$ cat src/rtl/pixel_scaler.sv
// rtl/pixel_scaler.sv - ROM-to-RAM frame rescaler: replicate-up or decimate-down by 1, 2 or 4.
// Optional block averaging in decimate mode: define PIXEL_SCALER_AVG_EN.
module pixel_scaler #(
  parameter int SRC_W  = 160,
  parameter int SRC_H  = 120,
  parameter int PIX_W  = 8,
  parameter int ADDR_W = 19
) (
  input  logic              clk,
  input  logic              rst,
  input  logic              start,
  input  logic              mode,
  input  logic [1:0]        factor_sel,
  output logic [ADDR_W-1:0] src_addr,
  input  logic [PIX_W-1:0]  src_data,
  output logic [ADDR_W-1:0] dst_addr,
  output logic [PIX_W-1:0]  dst_data,
  output logic              dst_we,
  input  logic              dst_ready,
  output logic              busy,
  output logic              done
);

  localparam int CW = $clog2(SRC_W) + 1;
  localparam int RW = $clog2(SRC_H) + 1;
  localparam logic [ADDR_W-1:0] SRC_W_A = ADDR_W'(SRC_W);
  localparam logic [CW-1:0]     SRC_W_C = CW'(SRC_W);
  localparam logic [RW-1:0]     SRC_H_C = RW'(SRC_H);

  typedef enum logic [2:0] {
    S_IDLE  = 3'd0,
    S_FETCH = 3'd1,
    S_LATCH = 3'd2,
    S_WRITE = 3'd3,
    S_DONE  = 3'd4
  } state_t;

  state_t             state_q, state_d;
  logic               mode_q, mode_d;
  logic [1:0]         sh_q, sh_d;
  logic [1:0]         fm1_q, fm1_d;
  logic [RW-1:0]      r_q, r_d;
  logic [CW-1:0]      c_q, c_d;
  logic [1:0]         di_q, di_d;
  logic [1:0]         dj_q, dj_d;
  logic [PIX_W-1:0]   pix_q, pix_d;
  logic [ADDR_W-1:0]  src_addr_q, src_addr_d;
  logic [ADDR_W-1:0]  dst_addr_q, dst_addr_d;
  logic [ADDR_W-1:0]  src_calc, dst_calc, row_base, col_base;
  logic [CW-1:0]      last_c;
  logic [RW-1:0]      last_r;
`ifdef PIXEL_SCALER_AVG_EN
  logic [1:0]         bi_q, bi_d;
  logic [1:0]         bj_q, bj_d;
  logic [PIX_W+3:0]   sum_q, sum_d, sum_next;
`endif

  // r/c index source pixels in replicate mode and output pixels in decimate mode.
  always_comb begin
    row_base = ADDR_W'(r_q) << sh_q;
    col_base = ADDR_W'(c_q) << sh_q;
    if (mode_q) begin
`ifdef PIXEL_SCALER_AVG_EN
      src_calc = (row_base + ADDR_W'(bi_q)) * SRC_W_A + col_base + ADDR_W'(bj_q);
`else
      src_calc = row_base * SRC_W_A + col_base;
`endif
      dst_calc = ADDR_W'(r_q) * (SRC_W_A >> sh_q) + ADDR_W'(c_q);
      last_c   = (SRC_W_C >> sh_q) - CW'(1);
      last_r   = (SRC_H_C >> sh_q) - RW'(1);
    end else begin
      src_calc = ADDR_W'(r_q) * SRC_W_A + ADDR_W'(c_q);
      dst_calc = (row_base + ADDR_W'(di_q)) * (SRC_W_A << sh_q) + col_base + ADDR_W'(dj_q);
      last_c   = SRC_W_C - CW'(1);
      last_r   = SRC_H_C - RW'(1);
    end
  end

  assign src_addr = (state_q == S_FETCH) ? src_calc : src_addr_q;
  assign dst_addr = (state_q == S_WRITE) ? dst_calc : dst_addr_q;
  assign dst_data = pix_q;
  assign dst_we   = (state_q == S_WRITE);
  assign busy     = (state_q != S_IDLE);
  assign done     = (state_q == S_DONE);

  always_comb begin
    state_d    = state_q;
    mode_d     = mode_q;
    sh_d       = sh_q;
    fm1_d      = fm1_q;
    r_d        = r_q;
    c_d        = c_q;
    di_d       = di_q;
    dj_d       = dj_q;
    pix_d      = pix_q;
    src_addr_d = src_addr_q;
    dst_addr_d = dst_addr_q;
`ifdef PIXEL_SCALER_AVG_EN
    bi_d       = bi_q;
    bj_d       = bj_q;
    sum_d      = sum_q;
    sum_next   = sum_q + (PIX_W+4)'(src_data);
`endif
    case (state_q)
      S_IDLE: begin
        if (start) begin
          mode_d = mode;
          case (factor_sel)
            2'b01:   begin sh_d = 2'd1; fm1_d = 2'd1; end
            2'b10:   begin sh_d = 2'd2; fm1_d = 2'd3; end
            default: begin sh_d = 2'd0; fm1_d = 2'd0; end
          endcase
          r_d     = '0;
          c_d     = '0;
          di_d    = '0;
          dj_d    = '0;
`ifdef PIXEL_SCALER_AVG_EN
          bi_d    = '0;
          bj_d    = '0;
          sum_d   = '0;
`endif
          state_d = S_FETCH;
        end
      end
      S_FETCH: begin
        src_addr_d = src_calc;
        state_d    = S_LATCH;
      end
      S_LATCH: begin
`ifdef PIXEL_SCALER_AVG_EN
        // Keep sampling the block until its bottom-right sample has arrived.
        if (mode_q && !(bi_q == fm1_q && bj_q == fm1_q)) begin
          sum_d = sum_next;
          if (bj_q == fm1_q) begin
            bj_d = '0;
            bi_d = bi_q + 2'd1;
          end else begin
            bj_d = bj_q + 2'd1;
          end
          state_d = S_FETCH;
        end else begin
          pix_d   = mode_q ? PIX_W'(sum_next >> {sh_q, 1'b0}) : src_data;
          sum_d   = '0;
          bi_d    = '0;
          bj_d    = '0;
          state_d = S_WRITE;
        end
`else
        pix_d   = src_data;
        state_d = S_WRITE;
`endif
      end
      S_WRITE: begin
        dst_addr_d = dst_calc;
        if (dst_ready) begin
          if (!mode_q && dj_q != fm1_q) begin
            dj_d = dj_q + 2'd1;
          end else if (!mode_q && di_q != fm1_q) begin
            dj_d = '0;
            di_d = di_q + 2'd1;
          end else begin
            dj_d = '0;
            di_d = '0;
            if (c_q != last_c) begin
              c_d     = c_q + CW'(1);
              state_d = S_FETCH;
            end else if (r_q != last_r) begin
              c_d     = '0;
              r_d     = r_q + RW'(1);
              state_d = S_FETCH;
            end else begin
              state_d = S_DONE;
            end
          end
        end
      end
      S_DONE:  state_d = S_IDLE;
      default: state_d = S_IDLE;
    endcase
  end

  always_ff @(posedge clk or negedge rst) begin
    if (!rst) begin
      state_q    <= S_IDLE;
      mode_q     <= 1'b0;
      sh_q       <= '0;
      fm1_q      <= '0;
      r_q        <= '0;
      c_q        <= '0;
      di_q       <= '0;
      dj_q       <= '0;
      pix_q      <= '0;
      src_addr_q <= '0;
      dst_addr_q <= '0;
`ifdef PIXEL_SCALER_AVG_EN
      bi_q       <= '0;
      bj_q       <= '0;
      sum_q      <= '0;
`endif
    end else begin
      state_q    <= state_d;
      mode_q     <= mode_d;
      sh_q       <= sh_d;
      fm1_q      <= fm1_d;
      r_q        <= r_d;
      c_q        <= c_d;
      di_q       <= di_d;
      dj_q       <= dj_d;
      pix_q      <= pix_d;
      src_addr_q <= src_addr_d;
      dst_addr_q <= dst_addr_d;
`ifdef PIXEL_SCALER_AVG_EN
      bi_q       <= bi_d;
      bj_q       <= bj_d;
      sum_q      <= sum_d;
`endif
    end
  end

endmodule
$ cat config.mk
export PLATFORM = sky130hd
export DESIGN_NAME = pixel_scaler
export DESIGN_NICKNAME = d
export VERILOG_FILES = /design/src/rtl/pixel_scaler.sv
export SDC_FILE = /design/constraint.sdc
export NUM_CORES = 1
export LEC_CHECK = 0
export CORE_MARGIN = 4
export CORE_UTILIZATION = 37
export DETAILED_ROUTE_END_ITERATION = 8
export GPL_ROUTABILITY_DRIVEN = 0
export PLACE_DENSITY = 0.61
export SLEW_MARGIN = 30
export SYNTH_ARGS = -nofsm -noshare
export SYNTH_HDL_FRONTEND = slang
export SYNTH_SLANG_ARGS = --single-unit
$ cat constraint.sdc
create_clock -name clk -period 7.8 [get_ports clk]
set_input_delay 1.17 -clock clk [delete_from_list [all_inputs] [get_ports clk]]
set_output_delay 1.17 -clock clk [all_outputs]
set_load 0.02 [all_outputs]
### Yosys cells after proc, flatten, opt, wreduce, memory -nomap -nowiden

Index checks and enable logic that the tools add are counted.

| storage, ports and cells | value |
|---|---|
| register bits after elaboration | 75 |
| input port bits | 15 |
| output and inout port bits | 49 |

| cells by class | value |
|---|---|
| add/subtract/negate cells | 12 |
| shifts and indexed selects | 6 |
| muxes and demuxes | 37 |
| multipliers | 4 |
| reductions and logical operators | 12 |
| equality and inequality tests | 17 |

Operators by type and width:

| operator | number |
|---|---|
| $mux 19 | 4 |
| $mux 9 | 7 |
| $mux 8 | 7 |
| $add 19x19->19 | 2 |
| $add 19x2->19 | 2 |
| $add 19x9->19 | 1 |
| $mul 19x19->19 | 1 |
| $mul 19x3->14 const B | 1 |
| $mul 8x19->19 | 1 |
| $shl 8x2->19 | 1 |
| $shl 8x2->19 const A | 1 |
| $shl 9x2->19 | 1 |
| $shr 8x2->19 const A | 1 |
| $mux 3 | 6 |
| $pmux 9 s2 | 1 |
| $add 16x9->17 | 1 |
| $pmux 2 s2 | 4 |
| $pmux 8 s2 | 1 |
| $mux 2 | 6 |
| $pmux 3 s4 | 1 |
| $mul 8x3->11 const B | 1 |
| $add 9x1->9 const B | 1 |
| $ne 9x9->1 | 1 |
| $shr 8x2->9 const A | 1 |
| other kinds (25) | 34 |

### Longest topological paths before layout

Gate-level depths: netlist of the first run.

| depth | value |
|---|---|
| depth in word-level cells | 10 |
| mapped depth | 34 |

### Worst setup path after synthesis of the first run

Ideal clock, no wire load.

| timing | value |
|---|---|
| path type | register -> output |
| from | register sh_q[0] |
| to | output port dst_addr[16] |
| arrival time | 7.494 ns |
| stages on the path, launching flop included | 33 |
| path slack | -0.864 ns |
| cell sequence | dfrtp_1 -> buf_6 -> buf_2 -> inv_2 -> clkbuf_1 -> and3_1 -> ha_1 -> ha_1 -> inv_1 -> o31a_1 -> nor3b_4 -> xnor2_1 -> nor2_1 -> fa_1 -> fa_1 -> ha_1 -> ha_1 -> inv_1 -> fa_1 -> inv_1 -> fa_1 -> inv_1 -> fa_1 -> inv_1 -> ha_1 -> a21o_1 -> a21oi_1 -> o21bai_1 -> a21o_1 -> a31oi_1 -> xnor2_1 -> nor2_1 -> a211oi_1 |

| on the way | value |
|---|---|
| cells in the longest elaborated chain, start to end | 7 |
| elaborated cells on any way between the ends | 12 |
| those cells by class | add/sub: 4; mul: 2; shift: 4; mux: 2 |

Ends and longest elaborated chain:

| what | RTL line | RTL |
|---|---|---|
| start: declaration | 40 | `logic [1:0] sh_q, sh_d;` |
| start signal: assignment | 186 | `sh_q <= '0;` |
| start signal: assignment | 203 | `sh_q <= sh_d;` |
| $shl 8x2->19 | 60 | `row_base = ADDR_W'(r_q) << sh_q;` |
| $add 19x2->19 | 73 | `dst_calc = (row_base + ADDR_W'(di_q)) * (SRC_W_A << sh_q) + col_base + ADDR_W'(dj_q);` |
| $mul 19x19->19 | 73 |  |
| $add 19x19->19 | 73 |  |
| $add 19x2->19 | 73 |  |
| $mux 19 * | 62 | `if (mode_q) begin` |
| $mux 19 * | n/a |  |
| end: declaration | 16 | `output logic [ADDR_W-1:0] dst_addr,` |

Mark *: on every way between the ends. The rest lies on a longest branch, timed or not.

### Final worst setup path of the first run

Same ends and word-level chain as after synthesis.

==> summary.md, run 1 <==
| Metric | Value |
|---|---|
| Status | `complete, but fails checks` |
| Failing checks | `setup timing` |
| Number of max-cap violations | `0` |
| Relative slew slack | `a little over half` |
| Congestion Overflow GR | `0` |
| H-tree level count | `3` |
| Vias | `~9000` |
| Finished Layout Cells | `1721` |
| Data required time at the worst endpoint | `6.63 ns` |
| Synthesized instance count | `1204` |
| Net Count, Synth | `about 1500` |
| I/O pins | `64` |
| Setup crit start | `sh_q[0]` |
| Upper clock frequency limit | `0.122 GHz` |
| Fraction of final layout cells sized beyond drive strength 1 | `17.3%` |
| Count of flip-flops with a built-in enable after synthesis | `0` |
| Arrival time at the worst endpoint | `7.00 ns` |
| Area leader, netlist | `ha_1` |
| Worst Reg2Reg Path Length in Cells | `28` |
| Post-DRT Antenna Nets | `0` |
| Clock tree skew after final layout | `roughly 0.0055 ns` |
| Final setup violation count | `8` |
| Number of hold violations in the final report | `0` |
| Total power draw | `0.00462 W` |
| Root buffer selected by CTS | `clkbuf_16` |
| Setup TNS | `-1.40 ns` |
| Critical Path Sink | `dst_addr[16]` |
| Post-route setup slack | `-0.368 ns` |
| Depth of the worst hold-timing path | `2` |
| Worst-path maximum fanout | `4` |
| Clock slew at reported path FFs | `0.06 ns` |
| Antenna diode count | `0` |
| Vertical extent of the die | `176 µm` |
| Count of synthesis-stage warnings from yosys | `0` |
| Worst r2r dst | `dst_addr_q[18]` |
| Largest incremental delay on the critical path | `0.56 ns` |
| Mean area per synthesized cell | `between 8 and 9 µm²` |
| Share of the yosys chip area belonging to registers | `17.7%` |
| Total half-perimeter wirelength after legalization and detailed placement | `22.2 mm` |
| Count of final max-slew check failures | `0` |
| Routed vias/inst | `about 5.1` |
| DIE WIDTH | `roughly 180 µm` |
| CP max-delay cell | `fa_2` |
| Wire length of the first global-routing pass | `46.6 mm` |
| Startpoint of the lowest-slack register-to-register path | `sh_q[0]` |
| Post-Place Cell Area | `0.0123 mm²` |
| Area added between synthesis and finish | `23.4%` |
| Number of buffers inserted by hold repair at cts | `0` |
| Min Tclk post-route | `8.17 ns` |
| Synth top area share | `about a fifth` |
| Placed Instances | `1694` |
| Worst-margin pin slew | `0.715 ns` |
| Static Leak | `6.50 nW` |
| Area of the mapped netlist | `about 0.010 mm²` |
| Total Routed Length | `27.7 mm` |
| CTS buffer count | `9` |
| Fraction of synthesis flops using an asynchronous set or reset pin | `between 90% and 100%` |
| Number of DRC markers in iteration 0 | `500` |
| Post-route clock period utilization | `105%` |
| Pin count of the biggest net entering global routing | `75` |
| CTS tree | `yes` |
| Final routed wire length divided by cell count | `around 16 µm` |
| Post-route cell area | `roughly 0.013 mm²` |
| Count of buffers inserted at the top-level ports | `63` |
| Sinks on the clock net | `74` |
| Total die area | `0.0311 mm²` |
| GRT Util Overall | `18.5%` |
| HP Class | `reg2reg` |
| Critical Path Source Type | `flop` |
| Core area | `0.0279 mm²` |
| Number of nets in the layout | `1591` |
| Type of the setup path with the least slack | `reg2out` |
| Number of global-route vias before repair | `8976` |
| Clock latency on the worst-skew pair | `0.35 ns` |
| Post-layout util | `46.4%` |
| Power per unit of standard cell area | `358 mW/mm²` |
| Post-synthesis register bit count | `74` |
| Maximum buffer depth of the clock tree | `2` |
| Highest ir drop seen on vdd | `just under 0.0003 V` |
| Commonest non-fill, non-tap cells in the layout | `ha_1, inv_1, buf_4` |
| RSZ-0062 raised after global routing | `true` |
| Initial antenna violation count | `0` |
| Number of placement rows | `61` |
| DRC violation count after routing | `0` |
| Unique masters post-synth | `80` |
| Initial Util | `37.6%` |
| Top area cells in the synthesized netlist | `ha_1, dfrtp_1, fa_1, inv_1, xnor2_1` |
| Number of iterations in the first detailed-routing pass | `5` |
| Top flip-flop cell by instance count after synthesis | `dfrtp_1` |
| CP Capture Type | `primary output` |
| Most frequent standard cell in the layout excluding fill and tap cells | `ha_1` |
| Worst R2R Setup Slack | `1.21 ns` |
-- power breakdown --
group          total [W]  internal [W]  switching (W)  leakage [nW]
combinational    0.00356       0.00158        0.00198          5.40
clock           0.000446      0.000259       0.000187         0.142
sequential      0.000615      0.000518      0.0000971         0.963
-- how the worst min path moves through the flow --
stage | startpoint | to | slack [ns]
after floorplan | c_q[6] | c_q[6] | 0.54
after global placement | src_addr_q[0] | src_addr_q[0] | 0.46
after detailed placement | src_addr_q[0] | src_addr_q[0] | 0.46
after CTS | src_addr_q[0] | src_addr_q[0] | 0.48
after global routing | src_addr_q[5] | src_addr_q[5] | 0.52
final | src_addr_q[0] | src_addr_q[0] | 0.48
-- registers in the layout, summed over array words and instances, names as in the netlist --
name        count
mode_q          1
di_q            2
fm1_q           1
state_q         3
dj_q            2
r_q             8
dst_addr_q     19
sh_q            2
dst_data        8
c_q             9
src_addr_q     19
-- layout make-up --
cell class / count / area [µm²]
Clock buffer: 11 / 243
Clock inverter: 5 / 62.6
Fill cell: 2676 / 14900
Inverter: 130 / 493
Multi-Input combinational cell: 953 / 8360
Sequential cell: 74 / 1850
Tap cell: 378 / 473
Timing Repair Buffer: 170 / 1440
-- cell usage after synthesis, drive strengths merged, types with 11 or more instances --
library cell,instances
a21o,14
buf,14
fa,71
xnor2,50
nand2,102
nor2,96
clkbuf,33
o21ai,68
mux2i,21
inv,129
mux2,15
nand4,11
xor2,29
and3,14
a21oi,60
dfrtp,74
nor2b,21
nor3,18
nand3,22
ha,167
and2,54
-- critical path: cells and delay by family (launching register included) --
kind            cells  cell delay (ns)
flops               1             0.38
mux                 1             0.27
xor+xnor            2             0.20
simple gates        5             0.69
compound gates      6             1.00
fa+ha+maj           9             3.44
buf+inv             7             0.67
-- through the flow --
stage | hold WS [ns] | worst slack, ns
floorplan | 0.541 | -0.0346
global placement | 0.465 | -0.443
detailed placement | 0.460 | -0.491
CTS | 0.478 | -0.352
global route | 0.518 | -0.722
finish | 0.477 | -0.368
-- per-layer routing --
| metal | vias up | wire [µm] | GRT usage (%) |
|---|---|---|---|
| met5 | - | 0 | 0 |
| met3 | 31 | 1260 | 2.61 |
| li1 | 4340 | - | - |
| met2 | 192 | 12400 | 29.3 |
| met1 | 4228 | 13600 | 27.0 |
| met4 | 0 | 385 | 4.13 |
-- what timing repair did --
item / 4_1_cts / 5_1_grt
pin swaps: 28 / 14
buffers inserted: 7 / 4
gates resized for setup: 71 / 20
endpoints found under the setup margin: 9 / 9
-- logic make-up (layout without fill, tap and decap cells) --
kind of cell | Yosys count | after routing | share of synthesized area, %
buffers and inverters | 177 | 316 | 6.71
AOI/OAI and AO/OA | 210 | 210 | 12.4
and+or+nand+nor | 384 | 384 | 18.7
xor gates and xnor gates | 80 | 80 | 6.82
adders and majority gates | 240 | 240 | 33.7
muxes | 37 | 37 | 3.91
DFF | 74 | 74 | 17.7
other | 2 | 2 | 0.0717
No activity file was read; power rests on OpenSTA's default activity.
==> run 2: changes to the inputs <==
--- a/config.mk
+++ b/config.mk
@@ -5,8 +5,10 @@
 export SDC_FILE = /design/constraint.sdc
 export NUM_CORES = 1
 export LEC_CHECK = 0
+export ABC_CLOCK_PERIOD_IN_PS = 7800
 export CORE_MARGIN = 4
 export CORE_UTILIZATION = 37
+export CTS_CLUSTER_SIZE = 14
 export DETAILED_ROUTE_END_ITERATION = 8
 export GPL_ROUTABILITY_DRIVEN = 0
 export PLACE_DENSITY = 0.61
==> results of run 2 <==
Same layout as run 1: the final DEF is identical, and so are final timing and power.
